==> src/rtl/ov7620_pkg.sv <==
// Shared constants and capture state encoding for the OV7620 frame path.
// The SRAM frame-buffer controller imports the same frame geometry so its
// read scan walks exactly the addresses written by ov7620_frame_capture.
package ov7620_pkg;

    localparam int CAM_H_PIX       = 640;
    localparam int CAM_V_LINES     = 240;
    localparam int CAM_ADDR_W      = 18;
    localparam int CAM_SYNC_STAGES = 2;

    typedef enum logic [2:0] {
        ST_IDLE,
        ST_WAIT_VS,
        ST_WAIT_VE,
        ST_WAIT_LINE,
        ST_LINE,
        ST_DONE
    } cap_state_t;

endpackage

==> src/rtl/ov7620_frame_capture_cam_sync_edge.sv <==
// Single-bit synchroniser chain with rise/fall detection on the synchronised
// level. Every camera control input goes through one of these so all of them
// see the same delay and keep their relative alignment.
//   clk   : system clock
//   rst_n : synchronous active-low reset, clears chain and edge history
//   din   : asynchronous input
//   dout  : synchronised level (STAGES cycles behind din)
//   rise  : dout went 0->1 this cycle
//   fall  : dout went 1->0 this cycle
module cam_sync_edge
    import ov7620_pkg::*;
#(
    parameter int STAGES = CAM_SYNC_STAGES
) (
    input  logic clk,
    input  logic rst_n,
    input  logic din,
    output logic dout,
    output logic rise,
    output logic fall
);

    logic [STAGES-1:0] chain_q, chain_d;
    logic              prev_q, prev_d;

    always_comb begin
        chain_d = {chain_q[STAGES-2:0], din};
        prev_d  = chain_q[STAGES-1];
    end

    always_ff @(posedge clk) begin
        if (!rst_n) begin
            chain_q <= '0;
            prev_q  <= 1'b0;
        end else begin
            chain_q <= chain_d;
            prev_q  <= prev_d;
        end
    end

    assign dout = chain_q[STAGES-1];
    assign rise = dout & ~prev_q;
    assign fall = ~dout & prev_q;

endmodule

==> src/rtl/ov7620_frame_capture.sv <==
// Captures one OV7620 Y frame on request and turns it into a stream of
// linear-address pixel writes for the SRAM frame-buffer controller.
//   CLK/RSTn          : system clock, synchronous active-low reset
//   CAM_PCLK/VSYNC/HREF/Y : camera bus, oversampled by CLK (>= 4x PCLK)
//   Start             : one-cycle capture request (ignored while Busy)
//   Busy              : capture in progress, drops with Frame_Done
//   Frame_Done        : one-cycle pulse when the last line has ended
//   Wr_En/Wr_Addr/Wr_Data : one write strobe per stored pixel
//   Line_Cnt          : lines completed in the current/last frame
//   Short_Line_Err    : sticky, a line ended before H_PIX pixels
//   Frame_Abort_Err   : sticky, VSYNC arrived before V_LINES lines
module ov7620_frame_capture
    import ov7620_pkg::*;
#(
    parameter int H_PIX       = CAM_H_PIX,
    parameter int V_LINES     = CAM_V_LINES,
    parameter int ADDR_W      = CAM_ADDR_W,
    parameter int SYNC_STAGES = CAM_SYNC_STAGES
) (
    input  logic              CLK,
    input  logic              RSTn,
    input  logic              CAM_PCLK,
    input  logic              CAM_VSYNC,
    input  logic              CAM_HREF,
    input  logic [7:0]        CAM_Y,
    input  logic              Start,
    output logic              Busy,
    output logic              Frame_Done,
    output logic              Wr_En,
    output logic [ADDR_W-1:0] Wr_Addr,
    output logic [7:0]        Wr_Data,
    output logic [8:0]        Line_Cnt,
    output logic              Short_Line_Err,
    output logic              Frame_Abort_Err
);

    localparam int                COL_W  = $clog2(H_PIX + 1);
    localparam logic [COL_W-1:0]  H_LIM  = COL_W'(H_PIX);
    localparam logic [8:0]        V_LIM  = 9'(V_LINES);
    localparam logic [ADDR_W-1:0] H_STEP = ADDR_W'(H_PIX);

    // ---- synchroniser stage: control bits and Y share the same depth ----
    logic pix_stb, pclk_lvl_unused, pclk_fall_unused;
    logic vs_rise, vs_fall, vs_lvl_unused;
    logic href_sync, hr_fall, hr_rise_unused;

    cam_sync_edge #(.STAGES(SYNC_STAGES)) u_sync_pclk (
        .clk(CLK), .rst_n(RSTn), .din(CAM_PCLK),
        .dout(pclk_lvl_unused), .rise(pix_stb), .fall(pclk_fall_unused)
    );
    cam_sync_edge #(.STAGES(SYNC_STAGES)) u_sync_vsync (
        .clk(CLK), .rst_n(RSTn), .din(CAM_VSYNC),
        .dout(vs_lvl_unused), .rise(vs_rise), .fall(vs_fall)
    );
    cam_sync_edge #(.STAGES(SYNC_STAGES)) u_sync_href (
        .clk(CLK), .rst_n(RSTn), .din(CAM_HREF),
        .dout(href_sync), .rise(hr_rise_unused), .fall(hr_fall)
    );

    logic [SYNC_STAGES-1:0][7:0] y_q, y_d;
    logic [7:0]                  y_sync;

    always_comb y_d = {y_q[SYNC_STAGES-2:0], CAM_Y};
    assign y_sync = y_q[SYNC_STAGES-1];

    // ---- capture FSM / write stage ----
    cap_state_t        state_q, state_d;
    logic [COL_W-1:0]  col_q, col_d, col_n;
    logic [8:0]        line_q, line_d;
    logic [ADDR_W-1:0] base_q, base_d;
    logic              wr_en_q, wr_en_d;
    logic [ADDR_W-1:0] wr_addr_q, wr_addr_d;
    logic [7:0]        wr_data_q, wr_data_d;
    logic              short_q, short_d;
    logic              abort_q, abort_d;
    logic              pix_ok;

    // A strobe coinciding with HREF falling still belongs to the line.
    assign pix_ok = pix_stb & (href_sync | hr_fall);

    always_comb begin
        state_d   = state_q;
        col_d     = col_q;
        col_n     = col_q;
        line_d    = line_q;
        base_d    = base_q;
        wr_en_d   = 1'b0;
        wr_addr_d = wr_addr_q;
        wr_data_d = wr_data_q;
        short_d   = short_q;
        abort_d   = abort_q;

        unique case (state_q)
            ST_IDLE: begin
                if (Start) begin
                    state_d = ST_WAIT_VS;
                    col_d   = '0;
                    line_d  = '0;
                    base_d  = '0;
                    short_d = 1'b0;
                    abort_d = 1'b0;
                end
            end
            ST_WAIT_VS: begin
                if (vs_rise) state_d = ST_WAIT_VE;
            end
            ST_WAIT_VE: begin
                if (vs_fall) begin
                    state_d = ST_WAIT_LINE;
                    col_d   = '0;
                    line_d  = '0;
                    base_d  = '0;
                end
            end
            ST_WAIT_LINE, ST_LINE: begin
                if (vs_rise) begin
                    // Early VSYNC: restart on the frame that is beginning now.
                    state_d = ST_WAIT_VE;
                    abort_d = 1'b1;
                    col_d   = '0;
                    line_d  = '0;
                    base_d  = '0;
                end else if (state_q == ST_LINE || (pix_stb && href_sync)) begin
                    state_d = ST_LINE;
                    if (pix_ok && col_q < H_LIM) begin
                        wr_en_d   = 1'b1;
                        wr_addr_d = base_q + ADDR_W'(col_q);
                        wr_data_d = y_sync;
                        col_n     = col_q + 1'b1;
                    end
                    col_d = col_n;
                    if (state_q == ST_LINE && hr_fall) begin
                        if (col_n < H_LIM) short_d = 1'b1;
                        base_d  = base_q + H_STEP;
                        line_d  = line_q + 9'd1;
                        col_d   = '0;
                        state_d = (line_q + 9'd1 == V_LIM) ? ST_DONE : ST_WAIT_LINE;
                    end
                end
            end
            ST_DONE: begin
                state_d = ST_IDLE;
            end
            default: state_d = ST_IDLE;
        endcase
    end

    always_ff @(posedge CLK) begin
        if (!RSTn) begin
            y_q       <= '0;
            state_q   <= ST_IDLE;
            col_q     <= '0;
            line_q    <= '0;
            base_q    <= '0;
            wr_en_q   <= 1'b0;
            wr_addr_q <= '0;
            wr_data_q <= '0;
            short_q   <= 1'b0;
            abort_q   <= 1'b0;
        end else begin
            y_q       <= y_d;
            state_q   <= state_d;
            col_q     <= col_d;
            line_q    <= line_d;
            base_q    <= base_d;
            wr_en_q   <= wr_en_d;
            wr_addr_q <= wr_addr_d;
            wr_data_q <= wr_data_d;
            short_q   <= short_d;
            abort_q   <= abort_d;
        end
    end

    // ---- output stage ----
    assign Busy            = (state_q != ST_IDLE) && (state_q != ST_DONE);
    assign Frame_Done      = (state_q == ST_DONE);
    assign Wr_En           = wr_en_q;
    assign Wr_Addr         = wr_addr_q;
    assign Wr_Data         = wr_data_q;
    assign Line_Cnt        = line_q;
    assign Short_Line_Err  = short_q;
    assign Frame_Abort_Err = abort_q;

endmodule

==> config.mk <==
export PLATFORM = sky130hd
export DESIGN_NAME = ov7620_frame_capture
export DESIGN_NICKNAME = d
export VERILOG_FILES = /design/src/rtl/ov7620_pkg.sv /design/src/rtl/ov7620_frame_capture_cam_sync_edge.sv /design/src/rtl/ov7620_frame_capture.sv
export SDC_FILE = /design/constraint.sdc
export NUM_CORES = 1
export LEC_CHECK = 0
export CAP_MARGIN = 20
export CORE_ASPECT_RATIO = 1.25
export CORE_MARGIN = 2
export CORE_UTILIZATION = 35
export CTS_BUF_LIST = sky130_fd_sc_hd__clkbuf_16
export DETAILED_ROUTE_END_ITERATION = 6
export SLEW_MARGIN = 20
export SYNTH_ARGS = -nofsm -noshare
export SYNTH_HDL_FRONTEND = slang
export SYNTH_HIERARCHICAL = 1
export SYNTH_SLANG_ARGS = --single-unit
export TNS_END_PERCENT = 20
==> constraint.sdc <==
create_clock -name CLK -period 2.9 [get_ports CLK]
set_input_delay 0.29 -clock CLK [delete_from_list [all_inputs] [get_ports CLK]]
set_output_delay 0.29 -clock CLK [all_outputs]
set_load 0.01 [all_outputs]
**Word level (Yosys, flattened, before mapping)**

Index checks and enable logic that the tools add are counted.

- Word-level logic and storage cells: 110
- Input port bits: 14
- Flip-flop bits (word level): 94

- $lt $le $gt $ge: 2
- Equality and inequality tests: 17
- Bitwise logic cells: 14
- Add/sub/neg operators: 4
- Reductions and logical operators: 17
- Mux-type cells: 39

Operators by type and width:

| cell | count |
|---|---|
| $mux 10 | 9 |
| $mux 18 | 5 |
| $pmux 18 s3 | 1 |
| $mux 9 | 5 |
| $pmux 10 s3 | 1 |
| $pmux 9 s3 | 1 |
| $mux 3 | 7 |
| $lt 10x10->1 const B | 2 |
| $add 18x10->18 | 1 |
| $add 18x10->18 const B | 1 |
| $pmux 3 s4 | 1 |
| $reduce_and 4->1 | 3 |
| $add 10x1->10 const B | 1 |
| $ne 2x2->1 const B | 5 |
| $add 9x1->9 const B | 1 |
| $eq 9x8->1 const B | 1 |
| $not 1->1 | 8 |
| $mux 1 | 7 |
| $eq 3x2->1 const B | 2 |
| $eq 3x3->1 const B | 2 |
| $ne 2x1->1 const B | 3 |
| $ne 3x2->1 const B | 2 |
| $reduce_and 6->1 | 1 |
| $reduce_bool 3->1 | 2 |
| 13 further kinds | 21 |

**Longest topological paths before layout**

- Word-level depth: 15
- Mapped depth: 8
- Depth with buffers taken out: 6

**Modules after synthesis**

The synthesis kept the hierarchy.

By module, submodules not included:

| module | seq. area each (um2) | times used | cells each | area an instance (um2) |
|---|---|---|---|---|
| ov7620_frame_capture | 1,561.5 | 1 | 435 | 3,733.6 |
| cam_sync_edge | 60.1 | 3 | 8 | 91.3 |

**Worst setup path after synthesis**

OpenSTA, ideal clock, no wires.

- Path type: flip-flop to flip-flop
- Start point: register u_sync_vsync.chain_q[1]
- End point: register base_q[17]
- Setup time: 0.072 ns
- Cell stages (with the launch flop): 7
- Slack: 1.067 ns
- Data arrival time: 1.762 ns
- Buffers on the path: 0
- Data required time: 2.828 ns
- Path through: dfxtp_1 nor2b_1 a21oi_1 a21boi_4 nand3_4 or4_1 a21oi_1

- Elaborated cells on any way between the ends: 9
- Those cells by class: 3 x eq/ne; 2 x mux; 3 x bitwise; 1 x reduce/logical

RTL lines:

| what | RTL line | text |
|---|---|---|
| start, declared | ov7620_frame_capture_cam_sync_edge.sv:23 | `logic [STAGES-1:0] chain_q, chain_d;` |
| start signal, assigned | ov7620_frame_capture_cam_sync_edge.sv:36 | `chain_q <= chain_d;` |
| $and 1x1->1 * | ov7620_frame_capture_cam_sync_edge.sv:42 | `assign rise = dout & ~prev_q;` |
| net vs_rise | ov7620_frame_capture.sv:44 | `logic vs_rise, vs_fall, vs_lvl_unused;` |
| $ne 3x2->1 (no line) or $mux 18 (tied branches) | n/a |  |
| $reduce_and 5->1 (no line) or $pmux 18 s3 (tied branches) | n/a |  |
| end signal, assigned | ov7620_frame_capture.sv:165 | `base_q <= base_d;` |
| end, declared | ov7620_frame_capture.sv:70 | `logic [ADDR_W-1:0] base_q, base_d;` |

The timed path passes the listed nets; every way through them passes the cells marked *.
A chain may end at the register's enable or synchronous reset.

**Final worst setup path**

- Start point: register state_q[0]
- End point: register wr_addr_q[10], in the netlist Wr_Addr[10]

- Word-level cells in the longest chain between the ends: 3
- Elaborated cells on any way between the ends: 5
- Those cells by class: 2 x eq/ne; 3 x reduce/logical

Ends and longest elaborated chain:

| what | RTL line | text |
|---|---|---|
| start, declared | ov7620_frame_capture.sv:67 | `cap_state_t state_q, state_d;` |
| start signal, assigned | ov7620_frame_capture.sv:162 | `state_q <= state_d;` |
| $eq 3x3->1 or $eq 3x2->1 (tied branches) | ov7620_frame_capture.sv:93, ov7620_frame_capture.sv:123 |  |
| $reduce_or 2->1 or $logic_or 1x1->1 (tied branches) | ov7620_frame_capture.sv:93, ov7620_frame_capture.sv:123 |  |
| $reduce_and 4->1 (no line) * | n/a |  |
| end signal, assigned | ov7620_frame_capture.sv:167 | `wr_addr_q <= wr_addr_d;` |
| end, declared | ov7620_frame_capture.sv:72 | `logic [ADDR_W-1:0] wr_addr_q, wr_addr_d;` |

Every way passes the cells marked *; elsewhere a longest branch is shown, timed or not.

==> flow_metrics.tcl <==
set metrics [dict create \
    outcome "completed" \
    vdd_drop_max_mv 0.2646 \
    dieArea_um2 12290 \
    min_from "y_d[10]" \
    io_pins 54 \
    drt_iter0_markers 124 \
    grt_antenna_before_repair 0 \
    holdWs_ns 0.4291 \
    hold_viol 0 \
    slew_headroom_pct 50.10 \
    min_period_over_period_pct 80.88 \
    gp_congestion 0.8262 \
    final_antenna_net_count 0 \
    wirelength_mm 8.864 \
    cts_num_sinks 87 \
    dp_slack_ns 0.4955 \
    rrSetupSlack_ns 0.55 \
    clock_latency_ns 0.34 \
    synth_area_um2 3995 \
    rsz0062_at_grt "false" \
    hold_depth 1 \
    postSynthNetCount 478 \
    fin_nets 527 \
    timing.final.ws_setup_ns 0.5544 \
    cts_root_buffer "clkbuf_16" \
    grt.overflow.total 0 \
    route.detailed.drc 0 \
    syn_inst 457 \
    max-cap-violations 0 \
    grtUsageTotal_pct 14.94 \
    cp-end-kind "flip-flop" \
    r2r_start "state_q[0]" \
    clockBufferDepth 2 \
    required_ns 3.12 \
    tns_ns 0 \
    grt_pass1_wl_mm 14.76 \
    leakage_uw 0.001721 \
    setup_viol 0 \
    report.final.slew_viol_count 0 \
    port_buffers 53 \
    cp.arrival_ns 2.57 \
    hold_path.class "flip-flop to flip-flop" \
    hold_buffers 0 \
    reg2reg_depth 5 \
    clk_pin_slew_worst_paths_ns 0.07 \
    viasPerCell 5.138 \
    antenna_cells 0 \
    critPathMaxFanout 17 \
    hold_path_end "y_sync[2]" \
    drive_above_1_share_pct 9.393 \
    cts-resized-gates 0 \
    worst_slew_pin_slew_ns 0.7485 \
    die_height_um 123.5 \
    layout_min_cycle_time_ns 2.346 \
    routedWlPerCell_um 13.72 \
    core_area_um2 11140 \
    start_util_pct 35.87 \
    cellPowerDensity_nw_per_um2 564.8 \
    numCtsBuffers 9 \
    mostFrequentLayoutCell "dfxtp_1" \
    num_rows 43 \
    critical_path_class "flip-flop to flip-flop" \
    ys_warn_count 6 \
    clock-skew-final_ns 0.006126 \
    cts_tree "yes" \
    postCtsSetupBuffers 0 \
    grt_pass1_vias 3102 \
    dr.pass1.iters 4 \
    hpwl_mm 6.284 \
    timing.rr.end "Wr_Addr[10]" \
    vias 3319 \
    fmax_mhz 426.3 \
    start_kind "flip-flop" \
    avgSynthCellArea_um2 8.742 \
    grt_max_degree 38 \
    chipWidth_um 99.56 \
    areaGrowthSynthToFinish_pct 23.71 \
    final_cell_mix "dfxtp_1 (87), nand2_1 (53), clkdlybuf4s50_1 (53), nor2_1 (42), a21oi_1 (40)" \
    cts_max_level 3 \
]
## final cells by class
type                       instances  area, um^2
clock buffer                       9       225.2
clock inverter                     7       85.08
multi-input combinational        341        2108
inverter                           6       22.52
tap                              135       168.9
fill                            1099        6195
timing repair buffer              61       590.6
sequential                        87        1742
## metal layers
| metal | track usage (%) | wire (um) | share of wire, % | vias up |
|---|---|---|---|---|
| li1 | - | - | - | 1701 |
| met3 | 3.901 | 339 | 3.8 | 6 |
| met1 | 18.75 | 4031 | 45 | 1534 |
| met2 | 24.62 | 4392 | 50 | 78 |
| met4 | 5.736 | 100 | 1.1 | 0 |
| met5 | 0 | 0 | 0 | - |
## state kept, by name (all words and copies together) (netlist names), 3 cells and up
signal	count
Line_Cnt	9
Wr_Addr	18
Wr_Data	8
base_q	11
col_q	10
state_q	3
y_d	8
y_sync	8
## worst max-delay path, stage by stage (launching register included)
cell and delay, ns:
dfxtp_1 0.62, and3b_1 0.47, o21a_1 0.26, nand3b_1 0.50
nand3_1 0.26, o211ai_1 0.10
## how the worst max path moves through the flow
stage	startpoint	end	slack (ns)	cells past startpoint
2_1_floorplan	u_sync_vsync/chain_q[1]	base_q[17]	1.07	6
3_3_place_gp	state_q[0]	Wr_Addr[10]	0.60	5
3_5_place_dp	state_q[0]	Wr_Addr[10]	0.50	5
4_1_cts	state_q[0]	Wr_Addr[10]	0.50	5
5_1_grt	state_q[0]	Wr_Addr[10]	0.30	5
6_report	state_q[0]	Wr_Addr[10]	0.55	5
## power by group
| part | total, uW | internal, uW | switching, uW |
|---|---|---|---|
| Clock | 1210 | 689 | 517 |
| Sequential | 1270 | 1230 | 38.7 |
| Combinational | 320 | 130 | 190 |
| Total | 2790 | 2050 | 745 |
## through the flow
stage	cell area, um^2	total power [uW]	std cells	util, %
finish	4942	2791	646	44.38
global route	4942	2919	646	44.38
CTS	4942	2837	646	44.38
detailed placement	4632	1615	630	41.59
global placement	4632	1608	630	41.59
floorplan	3995	1518	457	-
No activity file was read; power rests on OpenSTA's default activity.
